File: config.mk
export PLATFORM = sky130hd
export DESIGN_NAME = clk_period_meter
export DESIGN_NICKNAME = d
export VERILOG_FILES = /design/src/rtl/clk_period_meter.sv
export SDC_FILE = /design/constraint.sdc
export NUM_CORES = 1
export LEC_CHECK = 0
export CAP_MARGIN = 20
export CORE_MARGIN = 2
export CORE_UTILIZATION = 55
export DETAILED_ROUTE_END_ITERATION = 10
export PLACE_DENSITY = 0.85
export SLEW_MARGIN = 20
export SYNTH_ARGS = -nofsm -noshare
export SYNTH_HDL_FRONTEND = slang
export SYNTH_SLANG_ARGS = --single-unit
File: constraint.sdc
create_clock -name CLK -period 11 [get_ports CLK]
set_clock_uncertainty 0.15 [all_clocks]
set_input_delay 1.1 -clock CLK [delete_from_list [all_inputs] [get_ports CLK]]
set_output_delay 1.1 -clock CLK [all_outputs]
set_load 0.01 [all_outputs]
File: src/rtl/clk_period_meter.sv
// clk_period_meter: measures each half-period of a slow clock (CLKIN) in CLK cycles, tracks lock/stall.
// Latency: VALID/HALF_CNT/IN_TOL appear SYNC_STAGES+1 CLK cycles after a CLKIN transition; LOCK set one cycle later.
// Backpressure: none; results are single-cycle VALID pulses with held data, no ready input.
//
// Ports:
//   CLK      system clock (100 MHz)
//   RST      synchronous active-low reset
//   CLKIN    slow clock under measurement, asynchronous to CLK
//   HALF_CNT last measured half-period (CLK cycles, saturating)
//   VALID    one-cycle pulse when HALF_CNT/IN_TOL update
//   IN_TOL   last measurement within EXP_HALF +/- TOL
//   LOCK     LOCK_N consecutive in-tolerance measurements seen
//   STALL    no CLKIN edge within 2*EXP_HALF cycles
//   MIN_CNT/MAX_CNT  min/max measurement since reset, present only when
//                    CLK_PERIOD_METER_MINMAX_EN is defined
module clk_period_meter #(
   parameter int CNT_W       = 24,
   parameter int EXP_HALF    = 1500001,
   parameter int TOL         = 16,
   parameter int LOCK_N      = 4,
   parameter int SYNC_STAGES = 2
) (
   input  logic             CLK,
   input  logic             RST,
   input  logic             CLKIN,
   output logic [CNT_W-1:0] HALF_CNT,
   output logic             VALID,
   output logic             IN_TOL,
   output logic             LOCK,
   output logic             STALL
`ifdef CLK_PERIOD_METER_MINMAX_EN
   ,
   output logic [CNT_W-1:0] MIN_CNT,
   output logic [CNT_W-1:0] MAX_CNT
`endif
);

   localparam int              LC_W     = $clog2(LOCK_N + 1);
   // Tolerance and timeout comparisons are done one bit wider than the
   // counter so cnt+1 never wraps.
   localparam logic [CNT_W:0]  EXP_W    = (CNT_W+1)'(EXP_HALF);
   localparam logic [CNT_W:0]  TOL_W    = (CNT_W+1)'(TOL);
   localparam logic [CNT_W:0]  TMO_W    = (CNT_W+1)'(2 * EXP_HALF);
   localparam logic [LC_W-1:0] LOCK_MAX = LC_W'(LOCK_N);

   typedef enum logic {SEEK = 1'b0, RUN = 1'b1} state_t;

   logic [SYNC_STAGES-1:0] sync_q;
   logic                   edge_q;
   logic                   strobe;

   logic [CNT_W-1:0]       cnt_q, cnt_d;
   logic [CNT_W:0]         meas_w, dev_w;
   logic [CNT_W-1:0]       meas_sat;
   logic                   meas_in_tol;
   logic                   timeout;

   state_t                 state_q, state_d;

   logic [CNT_W-1:0]       half_q, half_d;
   logic                   valid_q, valid_d;
   logic                   in_tol_q, in_tol_d;
   logic                   lock_q, lock_d;
   logic                   stall_q, stall_d;
   logic [LC_W-1:0]        lc_q, lc_d;

   // ---------------------------------------------------------------
   // Synchronizer, edge detect and free-running interval counter
   // ---------------------------------------------------------------
   always_ff @(posedge CLK) begin
      if (!RST) begin
         sync_q <= '0;
         edge_q <= 1'b0;
         cnt_q  <= '0;
      end else begin
         sync_q <= {sync_q[SYNC_STAGES-2:0], CLKIN};
         edge_q <= sync_q[SYNC_STAGES-1];
         cnt_q  <= cnt_d;
      end
   end

   // Both edge polarities count as one strobe.
   assign strobe      = sync_q[SYNC_STAGES-1] ^ edge_q;

   assign meas_w      = {1'b0, cnt_q} + {{CNT_W{1'b0}}, 1'b1};
   assign meas_sat    = (&cnt_q) ? cnt_q : meas_w[CNT_W-1:0];
   assign dev_w       = (meas_w >= EXP_W) ? (meas_w - EXP_W) : (EXP_W - meas_w);
   assign meas_in_tol = (dev_w <= TOL_W);
   assign timeout     = (meas_w == TMO_W);
   assign cnt_d       = strobe ? '0 : meas_sat;

   // ---------------------------------------------------------------
   // FSM: state register
   // ---------------------------------------------------------------
   always_ff @(posedge CLK) begin
      if (!RST) begin
         state_q <= SEEK;
      end else begin
         state_q <= state_d;
      end
   end

   // ---------------------------------------------------------------
   // FSM: next state
   // ---------------------------------------------------------------
   always_comb begin
      state_d = state_q;
      unique case (state_q)
         SEEK: if (strobe) state_d = RUN;
         RUN:  if (!strobe && timeout) state_d = SEEK;
      endcase
   end

   // ---------------------------------------------------------------
   // FSM: outputs (next values of the result registers)
   // ---------------------------------------------------------------
   always_comb begin
      half_d   = half_q;
      valid_d  = 1'b0;
      in_tol_d = in_tol_q;
      lock_d   = lock_q;
      stall_d  = stall_q;
      lc_d     = lc_q;
      unique case (state_q)
         SEEK: begin
            // First edge only opens an interval; nothing to report yet.
            if (strobe) stall_d = 1'b0;
         end
         RUN: begin
            if (strobe) begin
               half_d   = meas_sat;
               valid_d  = 1'b1;
               in_tol_d = meas_in_tol;
               stall_d  = 1'b0;
               if (meas_in_tol) begin
                  if (lc_q != LOCK_MAX) lc_d = lc_q + 1'b1;
                  if (lc_q == LOCK_MAX) lock_d = 1'b1;
               end else begin
                  lc_d   = '0;
                  lock_d = 1'b0;
               end
            end else if (timeout) begin
               stall_d = 1'b1;
               lock_d  = 1'b0;
               lc_d    = '0;
            end else if (lc_q == LOCK_MAX) begin
               // LOCK follows the lock counter one cycle after it saturates;
               // clears above take effect immediately.
               lock_d = 1'b1;
            end
         end
      endcase
   end

   always_ff @(posedge CLK) begin
      if (!RST) begin
         half_q   <= '0;
         valid_q  <= 1'b0;
         in_tol_q <= 1'b0;
         lock_q   <= 1'b0;
         stall_q  <= 1'b0;
         lc_q     <= '0;
      end else begin
         half_q   <= half_d;
         valid_q  <= valid_d;
         in_tol_q <= in_tol_d;
         lock_q   <= lock_d;
         stall_q  <= stall_d;
         lc_q     <= lc_d;
      end
   end

   assign HALF_CNT = half_q;
   assign VALID    = valid_q;
   assign IN_TOL   = in_tol_q;
   assign LOCK     = lock_q;
   assign STALL    = stall_q;

`ifdef CLK_PERIOD_METER_MINMAX_EN
   // ---------------------------------------------------------------
   // Running min/max over all reported measurements since reset
   // ---------------------------------------------------------------
   logic [CNT_W-1:0] min_q, min_d;
   logic [CNT_W-1:0] max_q, max_d;

   always_comb begin
      min_d = min_q;
      max_d = max_q;
      if (valid_d) begin
         if (half_d < min_q) min_d = half_d;
         if (half_d > max_q) max_d = half_d;
      end
   end

   always_ff @(posedge CLK) begin
      if (!RST) begin
         min_q <= '1;
         max_q <= '0;
      end else begin
         min_q <= min_d;
         max_q <= max_d;
      end
   end

   assign MIN_CNT = min_q;
   assign MAX_CNT = max_q;
`endif

endmodule
==> results of run 1 <==
==> final cells by class <==
cell class	instances	share of cell area
Clock buffer	10	0.0273
Clock inverter	6	0.0177
Inverter	11	0.00820
Multi-Input combinational cell	459	0.620
Sequential cell	59	0.235
Tap cell	105	0.0261
Timing Repair Buffer	34	0.0656
==> per-layer routing <==
| metal | vias to the layer above | track usage | part of all wire |
|---|---|---|---|
| li1 | 2096 | - | - |
| met1 | 2114 | 0.407 | 0.43 |
| met2 | 299 | 0.463 | 0.43 |
| met3 | 47 | 0.0654 | 0.095 |
| met4 | 0 | 0.164 | 0.045 |
| met5 | - | 0 | 0 |
==> layout by cell type, fill, tap and decap left out, types with 4 or more instances in the layout <==
cell and n:
nor2_1 68, dfxtp_1 59, nand2_1 56, clkdlybuf4s50_1 30, xnor2_1 29, a21oi_1 28, nand3_1 24, o21ai_0 23
o211a_1 22, nor3_1 18, and2_1 15, xor2_1 12, inv_1 11, nand4_1 11, clkbuf_8 10, and3_1 8
ha_1 7, a21o_1 6, o31ai_1 6, a31oi_1 6, nor4_4 5, mux2i_1 4, nor3b_1 4, a32oi_1 4
a22oi_1 4, o2111ai_1 4, o21a_1 4, o211ai_1 4, buf_4 4
==> critical path, cell delays in order (launching register included) <==
cell	delay [ps]
dfxtp_1	570
ha_1	610
nand3_1	560
nor2_1	470
nand4_1	210
xor2_1	620
o2111ai_1	380
a211oi_4	450
o211ai_1	160
a2111o_1	430
o31ai_2	120
nand4b_1	180
a21oi_1	190
==> kinds of logic after synthesis <==
kind of cell	count (synthesis)	share of synthesized area
AO/OA/AOI/OAI	150	0.251
AND/OR/NAND/NOR	251	0.309
XOR/XNOR	45	0.0961
multiplexers	6	0.0138
flip-flops	59	0.261
adder cells (fa/ha/maj)	7	0.0193
buffers and inverters	50	0.0505
==> sequential cells by signal, summed over array words and instances (netlist names) <==
register and flops:
state_q 1, LOCK 1, lc_q 3, HALF_CNT 24, VALID 1, cnt_q 24
IN_TOL 1, edge_q 1, sync_q 2, STALL 1
==> worst max path at each step <==
stage	startpoint	slack (ps)	to
floorplan	cnt_q[0]$_SDFF_PP0_	7270	lc_q[2]$_SDFFE_PN0P_
global placement	cnt_q[0]$_SDFF_PP0_	6060	lc_q[0]$_SDFFE_PN0P_
detailed placement	cnt_q[0]$_SDFF_PP0_	5940	LOCK$_SDFFE_PN0P_
CTS	cnt_q[0]$_SDFF_PP0_	5890	LOCK$_SDFFE_PN0P_
global route	cnt_q[0]$_SDFF_PP0_	5420	LOCK$_SDFFE_PN0P_
finish	cnt_q[0]$_SDFF_PP0_	5830	LOCK$_SDFFE_PN0P_
==> power by group through the flow <==
| stage | registers, W | clock network [W] | logic [W] |
|---|---|---|---|
| final | 0.000223 | 0.000223 | 0.0000520 |
| after global routing | 0.000223 | 0.000233 | 0.0000550 |
| after CTS | 0.000222 | 0.000225 | 0.0000504 |
| after floorplan | 0.000225 | 0 | 0.0000362 |
| after global placement | 0.000227 | 0 | 0.0000489 |
| after detailed placement | 0.000227 | 0 | 0.0000500 |
==> metrics by stage <==
step / cell area (um^2) / hold slack (ps)
finish: 5030 / 286
global route: 5030 / 306
CTS: 5030 / 290
detailed placement: 4810 / 270
global placement: 4810 / 264
floorplan: 4530 / 262
==> out/results.ini, run 1 <==
[setup_path]
r2r-start = cnt_q[0]$_SDFF_PP0_
r2r-end = LOCK$_SDFFE_PN0P_
crit_required_ps = 11110
reg2reg_depth = 12
crit_type = flip-flop to flip-flop
crit_path_end_kind = flip-flop
crit_fanout = 18
crit_path_start_kind = flip-flop
crit_arrival_ps = 5280
rrSetupSlack_ps = 5830

[finish]
layout.cells.non_filler = 684
n_antenna_cell = 0
final.fill_count = 692
regArea_um2 = 1180
area_growth_syn_to_layout_pct = 11.0
nNetsFinal = 584
multiInputGateArea_um2 = 3120
layout-drive-gt1-share = 0.0915
fin_util = 0.622

[grt]
grt_max_degree = 47
overflow = 0
grt_pass1_vias = 4189
antenna_found_initial = 0
track_usage = 0.306
grt_pass1_wl_mm = 21.3

[drt]
vias = 4556
antenna_left = 0
drtIter0Drc = 548
vias_per_cell = 6.66
drt_pass1_iterations = 6
drc_errors = 0
wirelength_mm = 13.6
post_drt_wl_per_cell_um = 19.9

[min_path]
holdCritPathClass = flip-flop to flip-flop
min-delay-start = sync_q[0]$_SDFF_PN0_
min_to = sync_q[1]$_SDFF_PN0_
worstHoldPathCells = 1

[placed_design]
hpwl_mm = 10.2
port_buffers = 30
gp_congestion = 1.03
pre_cts_ws_ps = 5940
place_inst = 668

[cts]
holdBufCountCts = 0
cts-htree-levels = 3
cts_sinks = 59
clockBufferDepth = 2
post_cts_buffers = 0
numCtsBuffers = 9
clk_latency_ps = 340
cts_tree = built
cts-root-buf = clkbuf_8
ctsResizeCount = 0
clkTransAtPathRegs_ps = 70

[power_and_ir_drop]
leakagePower_nw = 1.98
p_seq_frac = 0.448
p_total_w = 0.000497
combPwrFrac = 0.104
clock_power_share = 0.448
p_sw_w = 0.000125
ir_drop_mv = 0.152
swShare = 0.252
power.density_nw_per_um2 = 98.8
p_int_w = 0.000372

[sta]
worstMarginPinSlew_ps = 1100
setup_viol = 0
tns_ps = 0
fin_ws_ps = 5830
hold_violations = 0
max_freq_mhz = 194
fin_crit_sh = 0.470
slew_headroom = 0.262
fin_crit_ps = 5170
drv_slew = 0
rsz0062_at_grt = no

[floorplanning]
core.rowCount = 33
start_util = 0.560
core_area_um2 = 8090
ios = 31
die_area_um2 = 8980
die_w_um = 94.8
chipHeight_um = 94.8

[logic_synthesis]
ys.flop_type = dfxtp_1
synth_top_area_share = 0.261
synth_seq_cells = 59
synth-seq-area-share = 0.261
async_flop_share = 0
synth_area_leader_cell = dfxtp_1
syn_area_um2 = 4530
ys_types = 88
synth_most_common_cell = nor2_1
synth_fp_nets = 578
synth_area_leaders = dfxtp_1 26%, nor2_1 5.6%, xnor2_1 5.6%
synth_enable_flop_cells = 0
synth_area_per_cell_um2 = 7.98
ys_warn_count = 0
yosys-top-cells-count = 68 x nor2_1, 59 x dfxtp_1, 56 x nand2_1
syn-instance-count = 568

[outcome]
outcome = completed

[job]
drv_cap = 0

Note: power is estimated with default switching activity, not from simulation.
==> inputs of run 2 (changes only) <==
- CORE_UTILIZATION: 55 -> 54
- PLACE_DENSITY: 0.85 -> 0.87
- clock period: 11 -> 4.4 ns (I/O delays scaled with it)
==> run 2 against run 1 <==
  * Highest routed layer unchanged
  * Via count is 0.44% higher
  * Critical path type unchanged
  * Cell count grew 4.1%
  * Critical path depth is 1 lower
  * Sequential power grew 150%
==> out/results.ini, run 2 (synthesis results as in run 1) <==
[outcome]
outcome = completed

[setup_path]
crit_type = flip-flop to flip-flop
crit_fanout = 6
rrSetupSlack_ps = 250
crit_required_ps = 4470
crit_arrival_ps = 4230
r2r-start = cnt_q[14]$_SDFF_PP0_
crit_path_start_kind = flip-flop
crit_path_end_kind = flip-flop
r2r-end = lc_q[2]$_SDFFE_PN0P_
reg2reg_depth = 11

[power_and_ir_drop]
ir_drop_mv = 0.270
power.density_nw_per_um2 = 226
leakagePower_nw = 2.10

[floorplanning]
ios = 31
die_w_um = 95.6
chipHeight_um = 95.6
die_area_um2 = 9140
core_area_um2 = 8180
core.rowCount = 33
start_util = 0.554

[placed_design]
port_buffers = 30
hpwl_mm = 10.4
gp_congestion = 1.09

[finish]
area_growth_syn_to_layout_pct = 15.5
fin_util = 0.640
mostFrequentLayoutCell = nor2_1
layout-drive-gt1-share = 0.137
regArea_um2 = 1180
nNetsFinal = 612
multiInputGateArea_um2 = 3140
final.fill_count = 678
n_antenna_cell = 0
layout_common_cells = 68 x nor2_1, 58 x dfxtp_1, 56 x nand2_1

[sta]
rsz0062_at_grt = no
setup_viol = 0
drv_slew = 0
hold_violations = 0
slew_headroom = 0.280
fin_crit_sh = 0.944
max_freq_mhz = 241
fin_crit_ps = 4150
tns_ps = 0
worstMarginPinSlew_ps = 1070

[grt]
antenna_found_initial = 0
grt_max_degree = 47
overflow = 0
grt_pass1_vias = 4189
grt_pass1_wl_mm = 21.6
track_usage = 0.306

[drt]
wirelength_mm = 13.6
vias_per_cell = 6.43
drc_errors = 0
drt_pass1_iterations = 5
vias = 4576
post_drt_wl_per_cell_um = 19.1
antenna_left = 0
drtIter0Drc = 566

[cts]
cts-root-buf = clkbuf_8
cts_sinks = 59
clk_latency_ps = 340
clockBufferDepth = 2
clkTransAtPathRegs_ps = 80
cts_tree = built
cts-htree-levels = 3
numCtsBuffers = 9

[min_path]
min_to = sync_q[1]$_SDFF_PN0_
min-delay-start = sync_q[0]$_SDFF_PN0_
worstHoldPathCells = 1
holdCritPathClass = flip-flop to flip-flop

[job]
drv_cap = 0

==> run 2: repair_timing <==
action | in CTS | in global routing
hold buffers | 0 | 0
setup buffers | 0 | 0
resized for setup | 0 | 3
setup endpoints to repair | 0 | 5
==> run 2: area by class of cell <==
type | instances | share of cell area
clock inverter | 7 | 0.0148
clock buffer | 9 | 0.0237
tap | 105 | 0.0251
inverter | 11 | 0.00789
timing repair buffer | 62 | 0.103
multi-input combinational | 459 | 0.599
sequential | 59 | 0.226
==> run 2: stage by stage <==
stage | total power (W) | hold slack [ps] | area [um^2] | instances | setup slack [ps]
6_report | 0.00118 | 298 | 5230 | 712 | 246
5_1_grt | 0.00123 | 313 | 5230 | 712 | 4.26
4_1_cts | 0.00118 | 304 | 5220 | 712 | 206
3_5_place_dp | 0.000694 | 285 | 5020 | 696 | 237
3_3_place_gp | 0.000691 | 268 | 5020 | 696 | 365
2_1_floorplan | 0.000654 | 262 | 4530 | 568 | 670
==> run 2: how the worst max path moves through the flow <==
stage,from,end,slack [ps],depth (start not counted)
after CTS,cnt_q[1]$_SDFF_PP0_,lc_q[2]$_SDFFE_PN0P_,210,13
after detailed placement,cnt_q[1]$_SDFF_PP0_,lc_q[2]$_SDFFE_PN0P_,240,14
after global routing,cnt_q[3]$_SDFF_PP0_,LOCK$_SDFFE_PN0P_,4,12
after global placement,cnt_q[1]$_SDFF_PP0_,lc_q[2]$_SDFFE_PN0P_,360,14
final,cnt_q[14]$_SDFF_PP0_,lc_q[2]$_SDFFE_PN0P_,250,11
after floorplan,cnt_q[0]$_SDFF_PP0_,lc_q[2]$_SDFFE_PN0P_,670,16
==> run 2: power by group <==
group	switching, W	internal [W]	total (W)
sequential	0.00000969	0.000544	0.000554
clock	0.000232	0.000265	0.000497
combinational	0.0000764	0.0000563	0.000133
total	0.000318	0.000865	0.00118
==> run 2: metal layers <==
metal	wire [um]	vias to the layer above	part of all wire	global-route usage
met2	6080	272	0.45	0.473
met1	5760	2102	0.42	0.424
met5	0	-	0	0
met3	1250	47	0.092	0.0522
li1	-	2155	-	-
met4	500	0	0.037	0.123
==> run 2: worst max-delay path: stages, from the launching register on <==
cell and delay, ps:
dfxtp_1 510, nand4_2 280, or3_1 490, nor4_1 490
mux2i_1 420, o2111ai_1 300, a211oi_4 350, mux2_1 380
a211oi_2 340, nor3_1 130, o2111ai_1 120, a21oi_1 90
